--- src/rtl/nyq_decim.sv ---
// Accumulate-and-dump decimator after the Nyquist filter: averages blocks of 2^K samples.
// Latency: one cycle from the last sample of a block (or every sample in bypass) to output.
// Backpressure: none; accepts one sample per cycle and strobes DEC_Valid_SO for one cycle per result.
//
// Ports:
//   Clk_CI, Rst_RI                 clock and synchronous active-high reset
//   WrEn_SI, Addr_DI, PAR_In_DI    shared parameter write bus; only CTRL_ADDR is decoded here
//   DEC_In_DI                      signed input sample, one per cycle
//   DEC_Out_DO, DEC_Valid_SO       registered signed result and its one-cycle strobe
// Control register: bit0 = EN, bits[3:1] = K (log2 of block length, clamped to MAX_LOG2).
// Build option: define DEC_ROUND_EN to round the block mean half-up; otherwise it truncates
// toward -inf. Bypass output is unaffected by this option.
module nyq_decim #(
    parameter int                    ADDR_WIDTH = 11,
    parameter int                    MEM_WIDTH  = 24,
    parameter int                    IN_WIDTH   = 24,
    parameter int                    OUT_WIDTH  = 24,
    parameter int                    MAX_LOG2   = 5,
    parameter logic [ADDR_WIDTH-1:0] CTRL_ADDR  = 11'h7F0
) (
    input  logic                  Clk_CI,
    input  logic                  Rst_RI,
    input  logic                  WrEn_SI,
    input  logic [ADDR_WIDTH-1:0] Addr_DI,
    input  logic [MEM_WIDTH-1:0]  PAR_In_DI,
    input  logic [IN_WIDTH-1:0]   DEC_In_DI,
    output logic [OUT_WIDTH-1:0]  DEC_Out_DO,
    output logic                  DEC_Valid_SO
);

    localparam int ACC_W = IN_WIDTH + MAX_LOG2;
    localparam int K_W   = 3;
    localparam int CNT_W = (MAX_LOG2 < 1) ? 1 : MAX_LOG2;
    localparam logic [K_W-1:0] K_MAX = K_W'(MAX_LOG2);

    typedef enum logic {
        ST_BYPASS,
        ST_ACCUM
    } state_t;

    state_t                    state_q, state_d;
    logic [K_W-1:0]            k_q, k_d;
    logic [CNT_W-1:0]          cnt_q, cnt_d;
    logic signed [ACC_W-1:0]   acc_q, acc_d;
    logic [OUT_WIDTH-1:0]      out_q, out_d;
    logic                      vld_q, vld_d;

    logic                      ctrl_wr;
    logic [K_W-1:0]            k_raw;
    logic [K_W-1:0]            k_wr;
    logic [CNT_W:0]            blk_len;
    logic [CNT_W:0]            cnt_max;
    logic                      blk_last;
    logic signed [ACC_W-1:0]   in_ext;
    logic signed [ACC_W-1:0]   rnd;
    logic signed [ACC_W-1:0]   sum;
    logic signed [ACC_W-1:0]   shifted;

    // Control bits above [3:0] and the guard bits of the mean are intentionally dropped.
    logic unused_bits;
    assign unused_bits = ^{PAR_In_DI[MEM_WIDTH-1:4], shifted[ACC_W-1:OUT_WIDTH]};

    always_comb begin
        ctrl_wr  = WrEn_SI && (Addr_DI == CTRL_ADDR);
        k_raw    = PAR_In_DI[3:1];
        k_wr     = (k_raw > K_MAX) ? K_MAX : k_raw;

        // Block ends when cnt reaches 2^K-1; compare at CNT_W+1 bits so 2^MAX_LOG2 fits.
        blk_len  = (CNT_W+1)'(1) << k_q;
        cnt_max  = blk_len - (CNT_W+1)'(1);
        blk_last = ({1'b0, cnt_q} == cnt_max);

        in_ext   = {{MAX_LOG2{DEC_In_DI[IN_WIDTH-1]}}, DEC_In_DI};
`ifdef DEC_ROUND_EN
        // Half an LSB of the result: 2^(K-1). Only used in accumulate mode, where K >= 1.
        rnd      = (ACC_W'(1) << k_q) >> 1;
`else
        rnd      = '0;
`endif
        // The accumulator has MAX_LOG2 guard bits, so a full block plus rounding cannot wrap.
        sum      = acc_q + in_ext + rnd;
        shifted  = sum >>> k_q;
    end

    always_comb begin
        state_d = state_q;
        k_d     = k_q;
        cnt_d   = cnt_q;
        acc_d   = acc_q;
        out_d   = out_q;
        vld_d   = 1'b0;

        if (ctrl_wr) begin
            // New configuration: discard the partial block and the sample on this cycle.
            k_d     = k_wr;
            cnt_d   = '0;
            acc_d   = '0;
            state_d = (PAR_In_DI[0] && (k_wr != '0)) ? ST_ACCUM : ST_BYPASS;
        end else begin
            case (state_q)
                ST_BYPASS: begin
                    out_d = DEC_In_DI;
                    vld_d = 1'b1;
                    cnt_d = '0;
                    acc_d = '0;
                end
                ST_ACCUM: begin
                    if (blk_last) begin
                        out_d = shifted[OUT_WIDTH-1:0];
                        vld_d = 1'b1;
                        cnt_d = '0;
                        acc_d = '0;
                    end else begin
                        acc_d = acc_q + in_ext;
                        cnt_d = cnt_q + CNT_W'(1);
                    end
                end
                default: begin
                    state_d = ST_ACCUM;
                    cnt_d   = '0;
                    acc_d   = '0;
                end
            endcase
        end
    end

    always_ff @(posedge Clk_CI) begin
        if (Rst_RI) begin
            state_q <= ST_ACCUM;
            k_q     <= K_W'(1);
            cnt_q   <= '0;
            acc_q   <= '0;
            out_q   <= '0;
            vld_q   <= 1'b0;
        end else begin
            state_q <= state_d;
            k_q     <= k_d;
            cnt_q   <= cnt_d;
            acc_q   <= acc_d;
            out_q   <= out_d;
            vld_q   <= vld_d;
        end
    end

    assign DEC_Out_DO   = out_q;
    assign DEC_Valid_SO = vld_q;

endmodule

--- config.mk ---
export PLATFORM = sky130hd
export DESIGN_NAME = nyq_decim
export DESIGN_NICKNAME = d
export VERILOG_FILES = /design/src/rtl/nyq_decim.sv
export SDC_FILE = /design/constraint.sdc
export NUM_CORES = 1
export LEC_CHECK = 0
export BUFFER_PORTS_ARGS = -buffer_cell sky130_fd_sc_hd__buf_2
export CORE_MARGIN = 4
export CORE_UTILIZATION = 45
export CTS_CLUSTER_DIAMETER = 50
export DETAILED_ROUTE_END_ITERATION = 12
export PLACE_DENSITY = 0.72
export SYNTH_ARGS = -nofsm -noshare
export SYNTH_HDL_FRONTEND = slang
export SYNTH_SLANG_ARGS = --single-unit
export TNS_END_PERCENT = 100
--- constraint.sdc ---
create_clock -name Clk_CI -period 6.76 [get_ports Clk_CI]
set_clock_uncertainty 0.15 [all_clocks]
set_input_delay 1.69 -clock Clk_CI [delete_from_list [all_inputs] [get_ports Clk_CI]]
set_output_delay 1.69 -clock Clk_CI [all_outputs]
set_load 0.02 [all_outputs]
# [After elaboration in Yosys (flattened, before gate mapping)]
# Cells that the tools add are included.
[classes] n_addsub=3 n_lt_le_gt_ge=1 eq_ne=3 n_shift=2 mux=10 n_bitwise=2 reduce_logical=5
[ops] op="$pmux W29 S2" n=1
[ops] op="$pmux W24 S2" n=1
[ops] op="$add A29 B24 Y29" n=1
[ops] op="$mux W29" n=1
[ops] op="$sshr A29 B3 Y24" n=1
[ops] op="$mux W24" n=1
[ops] op="$eq A11 B11 Y1 const B" n=1
[ops] op="$pmux W5 S2" n=1
[ops] op="$eq A5 B6 Y1" n=1
[ops] op="$shl A1 B3 Y6 const A" n=1
[ops] op="$sub A6 B1 Y6 const B" n=1
[ops] op="$add A5 B1 Y5 const B" n=1
[ops] op="$mux W5" n=1
[ops] op="$gt A3 B3 Y1 const B" n=1
[ops] op="$mux W3" n=1
[ops] op="$reduce_bool A3 Y1" n=1
[ops] op="$logic_and A1 B1 Y1" n=2
[ops] op="$mux W1" n=2
[ops] op="$ne A2 B1 Y1 const B" n=1
[ops] op="$not A1 Y1" n=2
[ops] op="$pmux W1 S2" n=1
[ops] op="$reduce_and A2 Y1" n=1
[ops] op="$reduce_or A2 Y1" n=1
[totals] reg_bits=63 in_bits=62

# [Depth between registers and ports, before layout]
# Gate-level depths: netlist (run 1).
[depth] word_depth=5 ltp_mapped=18 mapped_depth_nobuf=15

# [Least setup slack after synthesis (run 1)]
# OpenSTA, ideal clock, no wires.
[synth_path] path_type="input -> register" from="input port DEC_In_DI[0]" to="register out_q[19], in the netlist DEC_Out_DO[19]" setup_time_ns=0.117 arrival_ns=4.464 required_ns=6.493 slack_ns=2.028 stages=11 n_path_buf=0 cell_sequence="ha_1 fa_1 a211oi_2 o21ai_1 a32oi_1 o21ai_2 or4_1 nand3_1 o22ai_1 or4b_1 a32o_1"
[synth_via] elab_chain_cells=4
[synth_rtl] item="start: declaration" line="26" rtl="input logic [IN_WIDTH-1:0] DEC_In_DI,"
[synth_rtl] item="$add A29 B24 Y29" line="81" rtl="sum = acc_q + in_ext + rnd;"
[synth_rtl] item="$sshr A29 B3 Y24" line="82" rtl="shifted = sum >>> k_q;"
[synth_rtl] item="$mux W24" line="108" rtl="if (blk_last) begin"
[synth_rtl] item="$pmux W24 S2" line="100" rtl="case (state_q)"
[synth_rtl] item="end signal: assignment" line="140" rtl="out_q <= out_d;"
[synth_rtl] item="end: declaration" line="45" rtl="logic [OUT_WIDTH-1:0] out_q, out_d;"
# Every way passes these cells. The select of a mux whose other input is x is not followed.
# A chain may end at the register's enable or synchronous reset.

# [Worst setup path after layout (run 1)]
# Ends and elaborated chain as after synthesis.

==> results of run 1 <==
==> routing by layer <==
metal	up-vias	track usage [%]	share of wire, %
met2	245	43.5	47
met5	-	0	0
li1	2681	-	-
met1	2650	33.1	43
met3	49	4.87	6.7
met4	0	9.48	3.2
==> cell families after synthesis <==
family | after synthesis | synth area share, %
xor gates and xnor gates | 31 | 5.11
muxes | 23 | 5.84
and+or+nand+nor | 265 | 23.7
AOI/OAI and AO/OA | 219 | 29.3
buffers and inverters | 63 | 4.92
DFF | 63 | 23.7
adders and majority gates | 31 | 7.44
==> critical path: stages <==
cell	delay, ns
buf_2	0.11
ha_1	0.21
fa_1	0.44
a211oi_2	0.32
o21ai_1	0.21
a32oi_1	0.26
o21ai_2	0.16
or4_1	0.49
nand3_1	0.22
o22ai_1	0.15
or4b_1	0.54
a32o_1	0.26
==> stage by stage <==
stage | total power (uW) | worst slack, ns | cells | cell area (um^2) | hold slack, ns
floorplan | 1640 | 2.03 | 695 | 5320 | 0.303
global route | 2690 | 1.65 | 883 | 6010 | 0.325
detailed placement | 2000 | 1.49 | 868 | 5700 | 0.302
finish | 2520 | 1.76 | 883 | 6010 | 0.308
global placement | 1960 | 1.55 | 868 | 5700 | 0.296
CTS | 2510 | 1.83 | 883 | 6010 | 0.316
==> final cells by class <==
type                    instances  area (um^2)
well taps                     143          179
repair buffers                 75          398
clock buffers                  11          243
clock inverters                 4         70.1
fillers                      1109         5460
multi-input cells             569         3790
flip-flops and latches         63         1260
inverters                      18         67.6
==> flip-flops by register name, indices dropped and copies added (netlist names) <==
register	cells
acc_q	29
DEC_Out_DO	24
cnt_q	5
k_q	3
DEC_Valid_SO	1
state_q	1
==> cell usage in the layout (no fill, tap or decap), types with 7 or more instances in the layout <==
cell type	n
nor2_1	83
nand2_1	69
buf_2	66
dfxtp_1	63
a21oi_1	44
o21ai_0	38
ha_1	30
nor3_1	21
o211ai_1	20
xnor2_1	19
nand3_1	19
inv_1	17
nor2b_1	13
a211oi_1	13
mux2i_1	13
xor2_1	12
or3_1	11
o22ai_1	9
clkbuf_16	9
buf_4	9
nand4_1	8
a21o_1	8
and2_1	8
nor4_1	7
a31oi_1	7
==> power groups by stage <==
stage / registers, uW / clock network (uW) / logic (uW)
detailed placement: 519 / 0 / 1480
floorplan: 549 / 0 / 1090
finish: 512 / 501 / 1510
global route: 520 / 527 / 1650
global placement: 515 / 0 / 1450
CTS: 512 / 508 / 1490
==> how the worst max path moves through the flow <==
| stage | end | cells after the start |
|---|---|---|
| after floorplan | DEC_Out_DO[19] | 11 |
| final | DEC_Out_DO[19] | 12 |
| after global routing | DEC_Out_DO[5] | 16 |
| after global placement | DEC_Out_DO[19] | 12 |
| after CTS | DEC_Out_DO[19] | 12 |
| after detailed placement | DEC_Out_DO[19] | 12 |
==> Yosys cell counts, drive strengths merged (4+ instances only) <==
cell / instances
a211oi: 15
dfxtp: 63
mux2: 4
o21ai: 43
clkbuf: 32
o21a: 4
a21boi: 4
nor2b: 13
xnor2: 19
a31oi: 7
nor2: 84
xor2: 12
nor3: 21
a21oi: 51
a311oi: 4
or3: 12
inv: 18
ha: 30
o211ai: 21
nor4: 7
nand3: 19
buf: 13
nand2: 69
and3: 7
o22ai: 9
nand4: 8
a21o: 8
and2: 8
o221ai: 5
mux2i: 13
mux4: 6
a221oi: 6
==> results.sh, run 1 <==
export IMPL_run_status="finished clean"
export IMPL_holdCritStartpoint="DEC_Out_DO[11]"
export IMPL_ant_nets=0
export IMPL_clock_path_buffers=2
export IMPL_syn2layout_area_growth_pct=13.1
export IMPL_yosysTopAreaCell="dfxtp_1"
export IMPL_cts_tree="yes"
export IMPL_routedWlPerCell_um=19.5
export IMPL_vias=5625
export IMPL_synth_nets=788
export IMPL_swShare_pct=45.4
export IMPL_vdd_ir_drop_max_v=0.000264
export IMPL_die_h_um=117
export IMPL_rows=39
export IMPL_synth_seq_cells=63
export IMPL_post_cts_buffers=0
export IMPL_synth_seq_area_share_pct=23.7
export IMPL_pwr_share_clk_pct=19.8
export IMPL_hold_depth=2
export IMPL_internal_power_uw=1380
export IMPL_min_to="DEC_Out_DO[11]"
export IMPL_initial_utilization_pct=46.4
export IMPL_ys_types=81
export IMPL_finalSetupTns_ns=0
export IMPL_maxCapViolCount=0
export IMPL_netlist_instances=695
export IMPL_crit_path_start="DEC_In_DI[0]"
export IMPL_setup_viol=0
export IMPL_worstSetupStartpointType="primary input"
export IMPL_synth_main_ff_cell="dfxtp_1"
export IMPL_grt_pass1_vias=5496
export IMPL_cp_arrival_ns=5.07
export IMPL_htree_levels=3
export IMPL_gp_congestion=0.899
export IMPL_drc_errors=0
export IMPL_cts_root_buf="clkbuf_16"
export IMPL_critPathMaxFanout=5
export IMPL_syn_area_per_cell_um2=7.65
export IMPL_hpwlAfterDp_mm=13.0
export IMPL_antenna_found_initial=0
export IMPL_rr_endpoint="DEC_Out_DO[5]"
export IMPL_cp_end_kind="flop"
export IMPL_slew_viol_final=0
export IMPL_clock_latency_ns=0.34
export IMPL_yosysTopAreaCellShare_pct=23.7
export IMPL_p_leak_uw=0.00252
export IMPL_max_slew_margin_pct=19.0
export IMPL_nets=829
export IMPL_clock_fmax_mhz=200
export IMPL_viasPerCell=6.37
export IMPL_numCtsBuffers=9
export IMPL_hold_buffers=0
export IMPL_ys_warn_count=0
export IMPL_seq_power_share_pct=20.3
export IMPL_ioPinCount=87
export IMPL_globalRouteOverflowTotal=0
export IMPL_cts_sinks=63
export IMPL_switchingPower_uw=1150
export IMPL_async_flop_share_pct=0
export IMPL_coreArea_um2=11500
export IMPL_synth_edff_count=0
export IMPL_p_comb_share_pct=59.9
export IMPL_diodes=0
export IMPL_synth_area_um2=5320
export IMPL_r2r_slack_ns=2.07
export IMPL_track_usage_pct=25.9
export IMPL_die_x_um=117
export IMPL_crit_reg2reg_launch="k_q[0]"
export IMPL_rsz0062_at_grt="false"
export IMPL_p_per_area_nw_per_um2=420
export IMPL_layout_drive_gt1_share_pct=16.8
export IMPL_hp_class="reg -> reg"
export IMPL_synth_area_top_cells="dfxtp_1 24%, ha_1 7.1%, nor2_1 5.9%"
export IMPL_grt_max_degree=34
export IMPL_cts_clk_slew_worst_paths_ns=0.06
export IMPL_cp_required_ns=6.84
export IMPL_worstMarginPinSlew_ns=1.21
export IMPL_finalCriticalPeriod_ns=5.00
export IMPL_drtPass1Iterations=5
export IMPL_portBuffers=66
export IMPL_post_cts_resized=0
export IMPL_grt_pass1_wl_mm=28.0
export IMPL_period_share_pct=73.9
export IMPL_fin_util_pct=52.4
export IMPL_drtIter0Drc=546
export IMPL_critPathKind="in -> reg"
export IMPL_hold_viol_final=0
export IMPL_die_area_um2=13600
export IMPL_r2r_cells=16
export IMPL_finalWirelength_mm=17.2
No activity file was read; power rests on OpenSTA's default activity.
==> run 2, diff against run 1 <==
- clock period: 6.76 -> 4.63 ns (I/O delays scaled with it)
==> run 2 against run 1 <==
Sequential share of layout area decreased by 0.42 points; utilization is 1.1 points higher; largest power group unchanged; clock power grew 30%; largest cell class unchanged; sequential cell count did not move; critical path type unchanged; critical path depth up 1; first-iteration DRC count decreased by 4.4%; sequential power is 46% higher; combinational power up 54%.
==> results.sh, run 2 (synthesized netlist as in run 1, its figures left out) <==
export IMPL_switchingPower_uw=1740
export IMPL_layout_drive_gt1_share_pct=19.2
export IMPL_grt_pass1_vias=5492
export IMPL_cts_clk_slew_worst_paths_ns=0.06
export IMPL_vdd_ir_drop_max_v=0.000352
export IMPL_hpwlAfterDp_mm=13.7
export IMPL_clock_latency_ns=0.34
export IMPL_critPathMaxFanout=6
export IMPL_layout_commonest_cell="nor2_1"
export IMPL_post_place_ws_ns=0.102
export IMPL_viasPerCell=6.34
export IMPL_cts_tree="yes"
export IMPL_ioPinCount=87
export IMPL_rows=39
export IMPL_cts_root_buf="clkbuf_16"
export IMPL_portBuffers=66
export IMPL_die_h_um=117
export IMPL_regMostFlops="acc_q"
export IMPL_htree_levels=3
export IMPL_finalSetupTns_ns=0
export IMPL_largest_register_ffs=29
export IMPL_die_area_um2=13600
export IMPL_drtIter0Drc=522
export IMPL_p_per_area_nw_per_um2=607
export IMPL_place_inst=888
export IMPL_most_common_layout_cells="83 x nor2_1, 69 x nand2_1, 66 x buf_2"
export IMPL_initial_utilization_pct=46.4
export IMPL_antenna_found_initial=0
export IMPL_p_leak_uw=0.00259
export IMPL_syn2layout_area_growth_pct=15.4
export IMPL_globalRouteOverflowTotal=0
export IMPL_grt_pass1_wl_mm=27.8
export IMPL_routedWlPerCell_um=19.8
export IMPL_p_comb_share_pct=62.5
export IMPL_hold_buffers=0
export IMPL_maxCapViolCount=0
export IMPL_hp_class="reg -> reg"
export IMPL_drc_errors=0
export IMPL_swShare_pct=46.7
export IMPL_coreArea_um2=11500
export IMPL_max_slew_margin_pct=46.8
export IMPL_setup_viol=0
export IMPL_post_cts_buffers=0
export IMPL_gp_congestion=0.982
export IMPL_finalWirelength_mm=17.9
export IMPL_period_share_pct=93.0
export IMPL_pwr_share_clk_pct=17.5
export IMPL_worstMarginPinSlew_ns=0.793
export IMPL_holdWs_ns=0.313
export IMPL_worstSetupStartpointType="primary input"
export IMPL_critPathKind="in -> reg"
export IMPL_clock_path_buffers=2
export IMPL_cp_arrival_ns=4.37
export IMPL_diodes=0
export IMPL_drtPass1Iterations=5
export IMPL_slew_viol_final=0
export IMPL_nets=849
export IMPL_grt_max_degree=32
export IMPL_fin_cells=904
export IMPL_post_cts_resized=0
export IMPL_hold_viol_final=0
export IMPL_cts_sinks=63
export IMPL_finalCriticalPeriod_ns=4.31
export IMPL_cp_required_ns=4.69
export IMPL_cp_end_kind="flop"
export IMPL_clock_fmax_mhz=232
export IMPL_hold_depth=2
export IMPL_setup_slack_ns=0.323
export IMPL_internal_power_uw=1990
export IMPL_numCtsBuffers=9
export IMPL_rsz0062_at_grt="false"
export IMPL_vias=5728
export IMPL_run_status="finished clean"
export IMPL_track_usage_pct=26.1
export IMPL_ant_nets=0
export IMPL_seq_power_share_pct=20.1
export IMPL_die_x_um=117
export IMPL_r2r_cells=16
==> run 2: metal layers <==
metal / share of wire, % / track usage [%] / vias to the layer above
met5: 0 / 0 / -
li1: - / - / 2714
met1: 42 / 33.7 / 2692
met3: 7.8 / 4.66 / 45
met2: 48 / 43.3 / 277
met4: 2.4 / 9.94 / 0
==> run 2: cell type report <==
| cell class | count | area [um^2] |
|---|---|---|
| repair buffers | 95 | 548 |
| well taps | 143 | 179 |
| inverters | 18 | 67.6 |
| multi-input cells | 569 | 3790 |
| clock buffers | 10 | 239 |
| clock inverters | 6 | 45.0 |
| flip-flops and latches | 63 | 1260 |
| fillers | 1098 | 5340 |
==> run 2: worst paths after layout <==
check	slack [ns]	from	end
worst max-delay path	0.32	DEC_In_DI[0]	DEC_Out_DO[12]
worst min-delay path	0.31	DEC_Out_DO[11]	DEC_Out_DO[11]
worst max register to register	0.49	k_q[1]	DEC_Out_DO[22]
worst min register to register	0.31	DEC_Out_DO[11]	DEC_Out_DO[11]
==> run 2: through the flow <==
step | total power, uW | area, um^2 | util [%]
after CTS | 3680 | 6130 | 53.5
after global routing | 3940 | 6130 | 53.5
after global placement | 2980 | 5850 | 51.0
after detailed placement | 3010 | 5850 | 51.0
after floorplan | 2390 | 5320 | -
final | 3720 | 6130 | 53.5
==> run 2: worst max-delay path, stage by stage <==
cell and delay [ns]:
buf_2 0.11, ha_1 0.22, fa_1 0.43, a211oi_2 0.33
o21ai_1 0.17, buf_4 0.18, a31oi_1 0.18, o211ai_1 0.20
xnor2_1 0.57, o22ai_1 0.16, a211o_1 0.27, o22ai_1 0.25
o21ai_0 0.13
==> run 2: power groups by stage <==
stage,clock network (uW),registers (uW),logic [uW]
floorplan,0,801,1590
global placement,0,754,2230
detailed placement,0,759,2260
CTS,658,748,2280
global route,682,760,2500
finish,650,747,2320
